==> config.mk <==
export PLATFORM = sky130hd
export DESIGN_NAME = bus_source_arbiter
export DESIGN_NICKNAME = d
export VERILOG_FILES = /design/src/rtl/bus_source_arbiter.sv
export SDC_FILE = /design/constraint.sdc
export NUM_CORES = 1
export LEC_CHECK = 0
export ABC_AREA = 1
export BUFFER_PORTS_ARGS = -buffer_cell sky130_fd_sc_hd__buf_2
export CAP_MARGIN = 15
export CORE_ASPECT_RATIO = 0.6
export CORE_MARGIN = 5
export CORE_UTILIZATION = 24
export CTS_CLUSTER_SIZE = 8
export DETAILED_ROUTE_END_ITERATION = 16
export GPL_TIMING_DRIVEN = 0
export SLEW_MARGIN = 5
export SYNTH_ARGS = -nofsm -noshare
export SYNTH_HDL_FRONTEND = slang
export SYNTH_SLANG_ARGS = --single-unit
==> constraint.sdc <==
create_clock -name clk -period 7.4 [get_ports clk]
set_clock_uncertainty 0.05 [all_clocks]
set_input_delay 0.74 -clock clk [delete_from_list [all_inputs] [get_ports clk]]
set_output_delay 0.74 -clock clk [all_outputs]
set_load 0.01 [all_outputs]
==> src/rtl/bus_source_arbiter.sv <==
// One-hot bus source arbiter: round-robin with bounded hold and a lock override, grant registered one cycle after request.
// No backpressure: req is level-sensitive, and the owner keeps the bus until it releases, is preempted under contention, or clr is asserted.
module bus_source_arbiter #(
    parameter int NUM_SRC  = 24,
    parameter int IDX_W    = 5,
    parameter int MAX_HOLD = 4,
    parameter int HOLD_W   = 3
) (
    input  logic               clk,
    input  logic               clr,
    input  logic [NUM_SRC-1:0] req,
    input  logic               lock,
    output logic [NUM_SRC-1:0] grant,
    output logic [IDX_W-1:0]   grant_idx,
    output logic               grant_valid
);

    typedef enum logic {
        IDLE = 1'b0,
        OWN  = 1'b1
    } state_t;

    state_t             state_q, state_d;
    logic [IDX_W-1:0]   ptr_q, ptr_d;
    logic [HOLD_W-1:0]  hold_cnt_q, hold_cnt_d;
    logic [NUM_SRC-1:0] grant_q, grant_d;
    logic [IDX_W-1:0]   grant_idx_q, grant_idx_d;

    // Returns {found, index} of the first set bit scanning upward from start, wrapping at NUM_SRC-1.
    function automatic logic [IDX_W:0] pick_first(input logic [NUM_SRC-1:0] r,
                                                  input logic [IDX_W-1:0]   start);
        logic [IDX_W:0] res;
        int             pos;
        res = '0;
        for (int k = NUM_SRC - 1; k >= 0; k--) begin
            pos = int'(start) + k;
            if (pos >= NUM_SRC) begin
                pos = pos - NUM_SRC;
            end
            if (r[pos]) begin
                res = {1'b1, IDX_W'(pos)};
            end
        end
        return res;
    endfunction

    function automatic logic [IDX_W-1:0] inc_wrap(input logic [IDX_W-1:0] idx);
        logic [IDX_W-1:0] nxt;
        if (idx == IDX_W'(NUM_SRC - 1)) begin
            nxt = '0;
        end else begin
            nxt = idx + 1'b1;
        end
        return nxt;
    endfunction

    logic [IDX_W-1:0]   owner;
    logic [NUM_SRC-1:0] owner_mask;
    logic [NUM_SRC-1:0] others_req;
    logic [IDX_W-1:0]   ptr_after_owner;
    logic [IDX_W:0]     idle_pick;
    logic [IDX_W:0]     rot_pick;
    logic               owner_req;
    logic               hold_expired;
    logic               preempt;

    always_comb begin
        owner           = grant_idx_q;
        owner_mask      = NUM_SRC'(1) << owner;
        others_req      = req & ~owner_mask;
        owner_req       = |(req & owner_mask);
        ptr_after_owner = inc_wrap(owner);
        idle_pick       = pick_first(req, ptr_q);
        rot_pick        = pick_first(others_req, ptr_after_owner);
        hold_expired    = (MAX_HOLD != 0) && ({1'b0, hold_cnt_q} >= (HOLD_W + 1)'(MAX_HOLD));
        preempt         = !lock && hold_expired && (|others_req);
    end

    always_comb begin
        state_d     = state_q;
        ptr_d       = ptr_q;
        hold_cnt_d  = hold_cnt_q;
        grant_d     = grant_q;
        grant_idx_d = grant_idx_q;

        case (state_q)
            IDLE: begin
                if (idle_pick[IDX_W]) begin
                    state_d     = OWN;
                    grant_d     = NUM_SRC'(1) << idle_pick[IDX_W-1:0];
                    grant_idx_d = idle_pick[IDX_W-1:0];
                    hold_cnt_d  = HOLD_W'(1);
                end else begin
                    grant_d     = '0;
                    grant_idx_d = '0;
                end
            end

            OWN: begin
                if (!owner_req) begin
                    ptr_d = ptr_after_owner;
                    if (rot_pick[IDX_W]) begin
                        // Hand over directly so the bus never sees an idle gap.
                        grant_d     = NUM_SRC'(1) << rot_pick[IDX_W-1:0];
                        grant_idx_d = rot_pick[IDX_W-1:0];
                        hold_cnt_d  = HOLD_W'(1);
                    end else begin
                        state_d     = IDLE;
                        grant_d     = '0;
                        grant_idx_d = '0;
                        hold_cnt_d  = '0;
                    end
                end else if (preempt) begin
                    ptr_d       = ptr_after_owner;
                    grant_d     = NUM_SRC'(1) << rot_pick[IDX_W-1:0];
                    grant_idx_d = rot_pick[IDX_W-1:0];
                    hold_cnt_d  = HOLD_W'(1);
                end else if (hold_cnt_q != '1) begin
                    // Counter keeps running under lock so preemption fires as soon as lock drops.
                    hold_cnt_d = hold_cnt_q + 1'b1;
                end
            end

            default: begin
                state_d     = IDLE;
                grant_d     = '0;
                grant_idx_d = '0;
                hold_cnt_d  = '0;
            end
        endcase
    end

    always_ff @(posedge clk) begin
        if (clr) begin
            state_q     <= IDLE;
            ptr_q       <= '0;
            hold_cnt_q  <= '0;
            grant_q     <= '0;
            grant_idx_q <= '0;
        end else begin
            state_q     <= state_d;
            ptr_q       <= ptr_d;
            hold_cnt_q  <= hold_cnt_d;
            grant_q     <= grant_d;
            grant_idx_q <= grant_idx_d;
        end
    end

    assign grant       = grant_q;
    assign grant_idx   = grant_idx_q;
    assign grant_valid = |grant_q;

endmodule

-- Word-level counts from Yosys, hierarchy flattened
Cells that the tools add are included.
- input bits: 27
- logic and storage cells: 482
- register bits: 38
- output and inout bits: 30
- multiplexer cells: 263
- add/sub/neg operators: 96
- reduce and logical (&&, ||, !) cells: 8
- $lt $le $gt $ge: 97
- bitwise logic cells: 4
- equality and inequality tests: 6
- shift operators: 3
- operators with widths (kind ; number):
    32-bit by 7-bit < comparator with 1-bit output, second input constant ; 48
    32-bit two-way mux ; 48
    6-bit by 5-bit subtractor with 7-bit output, second input constant ; 46
    6-bit two-way mux ; 48
    6-bit by 5-bit >= comparator with 1-bit output, second input constant ; 46
    1-bit binary-select mux with 5-bit select ; 48
    1-bit two-way mux ; 100
    5-bit by 4-bit adder with 6-bit output, second input constant ; 16
    5-bit by 5-bit adder with 6-bit output, second input constant ; 16
    24-bit two-way mux ; 4
    24-bit OR reduction ; 3
    1-bit by 5-bit left shift with 24-bit output, first input constant ; 3
    5-bit by 3-bit adder with 6-bit output, second input constant ; 8
    24-bit bitwise AND ; 2
    24-bit one-hot mux with 2 select lines ; 1
    5-bit two-way mux ; 7
    5-bit by 2-bit adder with 6-bit output, second input constant ; 4
    24-bit NOT ; 1
    5-bit by 1-bit adder with 6-bit output, second input constant ; 2
    3-bit two-way mux ; 4
    5-bit by 5-bit subtractor with 6-bit output, second input constant ; 2
    5-bit >= comparator, second input constant ; 2
    5-bit one-hot mux with 2 select lines ; 1
    3-bit one-hot mux with 2 select lines ; 1
    other kinds (14) ; 16

-- Longest topological paths before layout
Gate-level depths: netlist of run 1.
- word-level depth: 36
- depth in mapped cells: 66

-- Least setup slack after synthesis of run 1
No wires, ideal clock.
- kind: register to register
- from: reg grant_idx_q[0] (netlist: grant_idx[0])
- to: reg grant_q[1] (netlist: grant[1])
- setup time: 117 ps
- stages on the path, launching flop included: 55
- path buffers: 3
- period minus slack after synthesis: 5697 ps
- data arrival time: 5530 ps
- path slack: 1703 ps
- cells stage by stage: dfxtp_1 -> inv_1 -> ha_1 -> buf_2 -> inv_1 -> clkbuf_1 -> clkbuf_1 -> ha_1 -> nand3_1 -> nand2_1 -> nand2_1 -> nand2_2 -> inv_1 -> ha_1 -> a211oi_1 -> o31ai_1 -> inv_1 -> nor2_1 -> [... 19 more ...] -> nand2_1 -> nand2_1 -> nand2_1 -> nand2_1 -> nand2_1 -> nand2_1 -> nand2_1 -> nand2_1 -> nand2_1 -> nand2_1 -> nand2_1 -> nand2_1 -> nand2_4 -> nand2_4 -> nand3_1 -> nand2_1 -> nor2_1 -> nor2_1
- cells in the longest elaborated chain, start to end: 36
- RTL lines (element ; line ; text):
    from (decl) ; 27 ; logic [IDX_W-1:0] grant_idx_q, grant_idx_d;
    from (signal assigned) ; 145 ; grant_idx_q <= grant_idx_d;
    5-bit by 1-bit adder with 5-bit output or 5-bit equality test (tied branches) ; 52, 49 ;
    5-bit two-way mux * ; 49 ; if (idx == IDX_W'(NUM_SRC - 1)) begin
    named net ptr_after_owner[1] ; 60 ; logic [IDX_W-1:0] ptr_after_owner;
    5-bit by 5-bit adder with 6-bit output ; 36 ; pos = int'(start) + k;
    6-bit by 5-bit subtractor with 7-bit output or 6-bit by 5-bit >= comparator with 1-bit output (tied branches) ; 38, 37 ;
    32-bit two-way mux ; 37 ; if (pos >= NUM_SRC) begin
    1-bit binary-select mux with 5-bit select ; 40 ; if (r[pos]) begin
    1-bit two-way mux (not written as such) (2 in series) ; 40 ;
    6-bit two-way mux (23 in series) ; 40 ;
    6-bit two-way mux * ; 40 ;
    1-bit by 5-bit left shift with 24-bit output ; 104, 115 ;
    24-bit two-way mux, on equally long branches ; 102, 113 ;
    24-bit two-way mux * ; 100 ; if (!owner_req) begin
    24-bit one-hot mux with 2 select lines * ; 86 ; case (state_q)
    to (signal assigned) ; 144 ; grant_q <= grant_d;
    to (decl) ; 26 ; logic [NUM_SRC-1:0] grant_q, grant_d;
The timed path passes the listed nets; every way through them passes the cells marked *. The select of a mux whose other input is x is not followed.
A chain may end at the register's enable or synchronous reset.

-- Final worst setup path of run 1
- from: reg ptr_q[0]
- to: reg grant_q[13] (netlist: grant[13])
- cells in the longest elaborated chain, start to end: 33
- RTL lines (element ; line ; text):
    from (decl) ; 24 ; logic [IDX_W-1:0] ptr_q, ptr_d;
    from (signal assigned) ; 142 ; ptr_q <= ptr_d;
    5-bit by 5-bit adder with 6-bit output ; 36 ;
    6-bit by 5-bit subtractor with 7-bit output or 6-bit by 5-bit >= comparator with 1-bit output (tied branches) ; 38, 37 ;
    32-bit two-way mux ; 37 ;
    1-bit binary-select mux with 5-bit select ; 40 ;
    1-bit two-way mux (not written as such) (2 in series) ; 40 ;
    6-bit two-way mux (23 in series) ; 40 ;
    6-bit two-way mux * ; 40 ;
    1-bit by 5-bit left shift with 24-bit output ; 90 ; grant_d = NUM_SRC'(1) << idle_pick[IDX_W-1:0];
    24-bit two-way mux * ; 88 ; if (idle_pick[IDX_W]) begin
    24-bit one-hot mux with 2 select lines * ; 86 ;
Mark *: on every way between the ends. The rest lies on a longest branch, timed or not. The select of a mux whose other input is x is not followed.

==> impl_results.md, run 1 <==
- Top cells by area, synth: nand2_1, ha_1, inv_1, a21oi_1, o21ai_0
- Core area: 47,900 um2
- GR Util All Layers: 19.0%
- Slew Viols, Final: 0
- H-tree levels: 2
- Crit Path Category: register to register
- RSZ-0062 raised after global routing: true
- Setup-failing EPs final: 0
- Synth Register Bits: 38
- Final Cycle Share: 96.2%
- CP delay by family, top: compound AO/OA/AOI/OAI gates
- Critical Path Max Stage Delay: 0.45 ns
- Die height: 181 um
- Adder-cell share of the synthesized area: 9.02%
- Post-Synth XOR/XNOR Area: 5.31%
- Mapped Cells: 2,182
- Netlist cell types: 63
- Die Area: 53,200 um2
- Syn Std Cell Area: 11,600 um2
- Slew @ Worst Pin: 1.19 ns
- Nets: 2,364
- TritonCTS Sinks: 38
- # IOs: 57
- Aggregate routed wire length: 53,700 um
- Synth Area in Compound Gates: 24.9%
- Status: finished clean
- Hold Fails Final Rpt: 0
- Slew headroom: 20.1%
- Yosys warns: 0
- Post-synth top area cell: nand2_1
- Routed Antenna Nets: 0
- WHS Path Cells: 2
- Clock latency on the worst-skew pair: 0.30 ns
- Worst R2R Path Depth: 43
- DR WL/cell: 18.6 um
- N_diodes: 0
- CP max stage cell: dfxtp_1
- CTS max path bufs: 2
- Num CTS Buffers: 5
- CP max FO: 10
- First-pass DRT Iterations: 6
- CTS tree: done
- Grt ovf: 0
- Async SR Flop Fraction: 0%
- GPL Wtd Cong: 1.01
- PortBufs: 56
- Clock transition at path regs: 0.07 ns
- Post-synth EDFFs: 0
- CP Launch Type: register
- Crit path DAT: 7.30 ns
- Placed Area: 12,700 um2
- HPWL Detailed: 45,300 um
- Hold slack: 0.427 ns
- Share of cells above drive strength 1: 10.1%
- Buf+Inv Stages, Crit Path: 5
- Initial antenna violation count: 0
- Vias: 15,000
- Minimum clock period: 7.12 ns
- Area Growth Syn to Fin: 12.7%
- Worst hold path class: register to register
- WP data required: 7.58 ns
- Starting density of the core: 24.3%
- Critical path depth in cells: 43
- Drt via density: 5.19
- Vias in the first global route: 12,500
- Critical Path End Type: register
- Share of the synthesized area in the top cell type: 21.6%
- Fmax: 0.141 GHz
- Most common cell on crit path: nand2_1
- Synth Flop Type: dfxtp_1
- Largest net degree at the start of global routing: 17
- Row cnt: 62
- Combinational family with the most area after synthesis: simple AND/OR/NAND/NOR gates
- Setup TNS: 0 ns
- Core Util, Final: 27.4%
- Synth Area in Simple Gates: 40.5%
- Die W: 294 um
- Syn Nets: 2,293
- # DRC: 0
- DR iter-0 viols: 2,182
- Syn Area/Cell: 5.34 um2
- Root buf cell: clkbuf_16
- First-pass GRT wire length: 79,000 um
- Max-cap violations: 0
- Mux cell area share after synthesis: 0.720%
- Design area: 13,100 um2
- Seq/Total Area, Yosys: 6.53%
flip-flops by register name, indices dropped and copies added (netlist names):
name        count
grant          24
grant_idx       5
hold_cnt_q      3
ptr_q           5
state_q         1
cell usage after synthesis (all sizes together) (2+ instances only):
master / number
nand4: 34
clkbuf: 35
a21boi: 4
o31ai: 9
or3: 2
xor2: 54
a21oi: 184
o21ai: 236
nand3: 156
o21bai: 4
o221ai: 2
a211o: 9
mux2i: 5
nand3b: 5
or2: 14
a31o: 2
o211ai: 22
nor2: 174
ha: 84
o21a: 12
a311o: 2
a31oi: 11
mux2: 3
dfxtp: 38
nand2: 689
a221oi: 2
o22ai: 4
a22oi: 2
nor3: 14
or4: 3
xnor2: 8
inv: 288
a211oi: 7
nor4: 14
clkinv: 8
buf: 36
timing repair:
action,4_1_cts,5_1_grt
endpoints found under the setup margin,26,27
cloned,0,0
gates resized for setup,4,47
hold buffers,0,0
pin swaps,0,1
setup buffers,0,9
logic make-up (layout without fill, tap and decap cells):
| logic type | count (synthesis) | after routing |
|---|---|---|
| and+or+nand+nor | 1107 | 1107 |
| AOI/OAI and AO/OA | 516 | 516 |
| buffers and inverters | 367 | 439 |
| adders and majority gates | 84 | 84 |
| xor gates and xnor gates | 62 | 62 |
| DFF | 38 | 38 |
| muxes | 8 | 8 |
cell usage in the layout, fill, tap and decap left out, types with 19 or more instances in the layout:
cell type and instances:
nor2_1 167, ha_1 81, buf_2 67, o211ai_1 22
o21ai_1 48, clkbuf_1 31, a21oi_1 177, nand3_1 151
inv_2 20, buf_4 19, inv_1 263, o21ai_0 177
xor2_1 46, dfxtp_1 35, nand4_1 33, nand2_1 668
through the flow:
step | instances | worst slack [ns]
after detailed placement | 2878 | -0.352
final | 2894 | 0.283
after global placement | 2878 | -0.375
after CTS | 2885 | 0.0148
after global routing | 2894 | -0.0718
after floorplan | 2182 | 1.70
final cells by class:
type	count	area (um2)
Fill cell	5583	34800
Multi-Input combinational cell	1777	9450
Inverter	296	1130
Tap cell	640	801
Sequential cell	38	769
Buffer	70	435
Timing Repair Buffer	65	348
Clock buffer	5	125
Clock inverter	3	68.8
worst min-delay path, cell delays in order (launching register included):
cell and delay (ns):
dfxtp_1 0.32, nand2_1 0.06, a21oi_1 0.05
final timing paths:
check,startpoint,end,slack [ns]
setup / recovery,ptr_q[0],grant[13],0.28
hold / removal,hold_cnt_q[1],hold_cnt_q[1],0.43
setup reg to reg,ptr_q[0],grant[13],0.28
hold reg to reg,hold_cnt_q[1],hold_cnt_q[1],0.43
metal layers:
metal | GRT usage (%) | up-vias | wire length, um
met5 | 0 | - | 0
met4 | 1.67 | 0 | 415
li1 | - | 7338 | -
met2 | 21.1 | 849 | 17000
met1 | 33.7 | 6826 | 28100
met3 | 5.97 | 20 | 8210
Power of run 1 is not shown: default switching activity piles up to over one toggle a cycle in this logic, so the estimate is an artifact.
==> run 2, diff against run 1 <==
--- a/config.mk
+++ b/config.mk
@@ -14,6 +14,8 @@
 export CTS_CLUSTER_SIZE = 8
 export DETAILED_ROUTE_END_ITERATION = 16
 export GPL_TIMING_DRIVEN = 0
+export PLACE_DENSITY_LB_ADDON = 0.05
+export REMOVE_ABC_BUFFERS = 1
 export SLEW_MARGIN = 5
 export SYNTH_ARGS = -nofsm -noshare
 export SYNTH_HDL_FRONTEND = slang
==> run 2 against run 1 <==
- largest cell class unchanged
- routed wire length is 10% higher
- flip-flop and latch count stayed put
- setup slack better by 0.21 ns
- design area is 0.94% lower
- register-to-register slack better by 0.21 ns
- via count is 2.9% lower
- utilization is 0.26 points lower
- worst hold slack worse by 0.0033 ns
==> impl_results.md, run 2 (synthesis gave the netlist of run 1 again) <==
- Status: finished clean
- Grt ovf: 0 (unchanged)
- Slew headroom: 28.8% (+8.7 points)
- Core Util, Final: 27.1% (-0.26 points)
- WP data required: 7.53 ns (-0.05 ns)
- Nets: 2,315 (-2.1%)
- Drt via density: 5.13 (-1.2%)
- Die W: 294 um (unchanged)
- Clock transition at path regs: 0.06 ns (about the same)
- DR iter-0 viols: 1,530 (-30%)
- CP max FO: 10 (unchanged)
- Slew Viols, Final: 0 (unchanged)
- Final Cycle Share: 93.3% (-2.8 points)
- Hold Fails Final Rpt: 0 (unchanged)
- Aggregate routed wire length: 59,200 um (+10%)
- Hold slack: 0.423 ns (-0.00329 ns)
- Hold-fix buffers at CTS: 0 (unchanged)
- CP max stage cell: dfxtp_4
- Critical Path End Type: register
- Setup slack at placement: -0.936 ns (-0.584 ns)
- GR Util All Layers: 21.1% (+2.0 points)
- Vias: 14,600 (-2.9%)
- First-pass DRT Iterations: 7 (+1)
- Most frequent cells in the layout: nand2_1, inv_1, a21oi_1, o21ai_0, nor2_1
- Core area: 47,900 um2 (unchanged)
- CP Launch Type: register
- Minimum clock period: 6.91 ns (-0.210 ns)
- Worst hold path class: register to register
- Worst setup margin: 0.492 ns (+0.210 ns)
- HPWL Detailed: 48,500 um (+7.1%)
- Vias in the first global route: 12,700 (+1.6%)
- Area Growth Syn to Fin: 11.7%
- GPL Wtd Cong: 0.936 (-7.3%)
- Fmax: 0.145 GHz (+3.0%)
- Crit path DAT: 7.04 ns (-0.26 ns)
- Die Area: 53,200 um2 (unchanged)
- Starting density of the core: 24.3% (unchanged)
- Max FFs per register: 24 (unchanged)
- Max-cap violations: 0 (unchanged)
- # IOs: 57 (unchanged)
- Most common cell after layout, fill and taps aside: nand2_1
- Setup-failing EPs final: 0 (unchanged)
- DR WL/cell: 20.8 um (+12%)
- Routed Antenna Nets: 0 (unchanged)
- Die height: 181 um (unchanged)
- CTS max path bufs: 2 (unchanged)
- TritonCTS Sinks: 38 (unchanged)
- RSZ-0062 raised after global routing: false
- Most common cell on crit path: nand2_1
- PortBufs: 56 (unchanged)
- Crit Path Category: register to register
- Root buf cell: clkbuf_16
- Clock latency on the worst-skew pair: 0.29 ns (about the same)
- Fillers: 5,599 (+0.29%)
- First-pass GRT wire length: 85,300 um (+7.9%)
- Critical Path Max Stage Delay: 0.45 ns (about the same)
- # DRC: 0 (unchanged)
- H-tree levels: 2 (unchanged)
- Num CTS Buffers: 5 (unchanged)
- N_diodes: 0 (unchanged)
- Setup TNS: 0 ns (unchanged)
- Initial antenna violation count: 0 (unchanged)
- Share of cells above drive strength 1: 9.89% (-0.18 points)
- Largest net degree at the start of global routing: 58 (+41)
- Row cnt: 62 (unchanged)
- Slew @ Worst Pin: 1.06 ns (-0.129 ns)
- CTS tree: done
==> run 2: cell count changes in the layout (fill, tap and decap cells not counted), moves of 3 or more <==
cell / delta
nand2_2: -3
buf_6: -11
dfxtp_2: +4
dfxtp_4: +3
dfxtp_1: -7
ha_4: +3
clkbuf_1: -31
buf_12: +4
buf_2: -11
nor2_1: -3
==> run 2: path summary, 6_finish.rpt <==
kind | startpoint | to | slack [ns] | cells after the start
min reg2reg | hold_cnt_q[1] | hold_cnt_q[1] | 0.42 | 2
max reg2reg | grant_idx[1] | grant[0] | 0.49 | 55
min | hold_cnt_q[1] | hold_cnt_q[1] | 0.42 | 2
max | grant_idx[1] | grant[0] | 0.49 | 55
==> run 2: routing by layer <==
layer | vias to the layer above | track usage, % | routed length, um
li1 | 7222 | - | -
met1 | 6832 | 37.2 | 33200
met2 | 529 | 24.9 | 19800
met3 | 14 | 4.89 | 5990
met4 | 0 | 1.24 | 229
met5 | - | 0 | 0
==> run 2: cell type report <==
type                       count  area [um2]  area share [%]
multi-input combinational   1778        9520            73.2
inverter                     296        1140            8.74
tap                          640         801            6.16
sequential                    38         786            6.04
timing repair buffer          83         564            4.34
clock buffer                   5         125           0.962
clock inverter                 3        68.8           0.529
timing repair inverter         2        10.0          0.0769
==> run 2: metrics by stage <==
stage,cell area (um2),cells
after floorplan,11200,2111
after global placement,12300,2807
after detailed placement,12400,2811
after CTS,12700,2823
after global routing,13000,2845
final,13000,2845
==> run 2: critical path, delay by kind of cell, from the launching register on <==
family	cells	cell delay, ns
buffers and inverters	6	0.72
adders and majority gates	3	0.74
and+or+nand+nor	43	4.18
DFF	1	0.45
xor gates and xnor gates	1	0.22
AOI/OAI and AO/OA	2	0.43
==> run 2: what timing repair did <==
| action | CTS | global route |
|---|---|---|
| resized for setup | 15 | 33 |
| setup buffers | 2 | 21 |
| pin swaps | 0 | 4 |
| cloned | 2 | 1 |
| endpoints found under the setup margin | 29 | 29 |
Power of run 2 is left out for the same reason.
==> run 3, diff against run 2 <==
--- a/config.mk
+++ b/config.mk
@@ -10,7 +10,7 @@
 export CAP_MARGIN = 15
 export CORE_ASPECT_RATIO = 0.6
 export CORE_MARGIN = 5
-export CORE_UTILIZATION = 24
+export CORE_UTILIZATION = 30
 export CTS_CLUSTER_SIZE = 8
 export DETAILED_ROUTE_END_ITERATION = 16
 export GPL_TIMING_DRIVEN = 0
==> run 3 against run 2 <==
- fmax fell by 0.80%
- critical path depth shrank 1
- cell count down 4.5%
- setup slack worse by 0.056 ns
- critical endpoint is now grant[5]
- highest routed layer unchanged
- die area shrank 19%
- largest cell class unchanged
- critical path type unchanged
- non-clock buffer count is 2 lower
==> impl_results.md, run 3 (synthesis gave the netlist of run 1 again) <==
- Vias in the first global route: 12,600 (-0.39%)
- Crit Path Category: register to register
- PortBufs: 56 (unchanged)
- Grt ovf: 0 (unchanged)
- Core area: 38,000 um2 (-21%)
- Routed Antenna Nets: 0 (unchanged)
- Critical Path Max Stage Delay: 0.49 ns (+0.04 ns)
- Starting density of the core: 30.7% (+6.4 points)
- Clock latency on the worst-skew pair: 0.29 ns (about the same)
- CTS max path bufs: 2 (unchanged)
- Aggregate routed wire length: 55,800 um (-5.8%)
- Placed insts: 2,685 (-4.5%)
- Num CTS Buffers: 5 (unchanged)
- Share of cells above drive strength 1: 9.31% (-0.58 points)
- CP max stage cell: dfxtp_2
- Area Growth Syn to Fin: 9.44%
- Hold Fails Final Rpt: 0 (unchanged)
- Status: finished clean
- Most frequent cells in the layout: nand2_1, inv_1, a21oi_1, o21ai_0, nor2_1
- CP max FO: 16 (+6)
- First-pass DRT Iterations: 6 (-1)
- Root buf cell: clkbuf_16
- Final std cells w/o fill: 2,717 (-4.5%)
- Max FFs per register: 24 (unchanged)
- DR iter-0 viols: 1,799 (+18%)
- Minimum clock period: 6.96 ns (+0.0556 ns)
- Most common cell after layout, fill and taps aside: nand2_1
- Slew headroom: 22.3% (-6.5 points)
- Fmax: 0.144 GHz (-0.80%)
- Register area: 776 um2 (-1.3%)
- Initial antenna violation count: 1 (+1)
- Hold slack: 0.421 ns (-0.00221 ns)
- Nets: 2,313 (-0.086%)
- Row cnt: 55 (-11%)
- Worst R2R Path Depth: 54 (-1.8%)
- HPWL Detailed: 45,200 um (-6.7%)
- First-pass GRT wire length: 81,600 um (-4.3%)
- Slew @ Worst Pin: 1.14 ns (+0.0795 ns)
- DR WL/cell: 20.5 um (-1.4%)
- TritonCTS Sinks: 38 (unchanged)
- Slew Viols, Final: 0 (unchanged)
- Most common cell on crit path: nand2_1
- GPL Wtd Cong: 0.999 (+6.7%)
- WHS Path Cells: 2 (unchanged)
- Max-cap violations: 0 (unchanged)
- Area of the multi-input gates: 9470 um2 (-0.46%)
- Drt via density: 5.41 (+5.5%)
- Crit path DAT: 7.09 ns (+0.05 ns)
- Clock transition at path regs: 0.06 ns (about the same)
- Setup slack at placement: -0.914 ns (+0.0221 ns)
- # IOs: 57 (unchanged)
- Worst hold path class: register to register
- Setup-failing EPs final: 0 (unchanged)
- GR Util All Layers: 24.6% (+3.5 points)
- H-tree levels: 2 (unchanged)
- Critical Path End Type: register
- Largest net degree at the start of global routing: 58 (unchanged)
- Die W: 264 um (-10%)
- Die height: 163 um (-10%)
- CTS tree: done
- Final Cycle Share: 94.1% (+0.75 points)
- # DRC: 0 (unchanged)
- WP data required: 7.53 ns (about the same)
- Fillers: 4,460 (-20%)
- CP Launch Type: register
- Hold-fix buffers at CTS: 0 (unchanged)
- Vias: 14,700 (+0.75%)
- Worst setup margin: 0.437 ns (-0.0556 ns)
- Die Area: 43,000 um2 (-19%)
- RSZ-0062 raised after global routing: false
- Setup TNS: 0 ns (unchanged)
-- run 3: changes by cell type in the layout (fill, tap and decap cells not counted), sizes merged --
cell / change
clkbuf: +2
diode: +1
bufinv: -2
clkinvlp: +1
buf: -3
-- run 3: repair_timing --
action                                  4_1_cts  5_1_grt
pin swaps                                     0        3
gates cloned                                  2        1
resized for setup                            11       23
endpoints found under the setup margin       29       29
buffers inserted                              2       15
-- run 3: per-stage QoR --
stage	instance area (um2)	utilization [%]
floorplan	11200	-
global placement	12200	32.0
detailed placement	12300	32.3
CTS	12500	32.8
global route	12700	33.6
finish	12700	33.6
-- run 3: final cells by class --
class | count | share of cell area (%)
repair buffers | 81 | 4.40
well taps | 513 | 5.03
inverters | 296 | 8.90
flip-flops and latches | 38 | 6.08
multi-input cells | 1778 | 74.3
diodes | 1 | 0.0196
clock inverters | 2 | 0.0981
clock buffers | 6 | 1.09
repair inverters | 2 | 0.0785
-- run 3: path summary, 6_finish.rpt --
kind	startpoint	endpoint	slack (ns)
setup reg to reg	grant_idx[0]	grant[5]	0.44
setup / recovery	grant_idx[0]	grant[5]	0.44
hold reg to reg	hold_cnt_q[1]	hold_cnt_q[1]	0.42
hold / removal	hold_cnt_q[1]	hold_cnt_q[1]	0.42
-- run 3: critical path: cells and delay by family, from the launching register on --
kind / cells / cell delay (ns)
compound gates: 3 / 0.79
xor+xnor: 1 / 0.29
fa+ha+maj: 2 / 0.75
buf+inv: 3 / 0.46
flops: 1 / 0.49
simple gates: 45 / 3.95
-- run 3: routing by layer --
layer / wire (um) / GRT usage [%] / vias to the layer above
met1: 30100 / 41.7 / 6844
met3: 6520 / 7.13 / 25
met4: 311 / 2.09 / 0
li1: - / - / 7220
met5: 0 / 0 / -
met2: 18900 / 29.7 / 618
Power of run 3 is left out for the same reason.
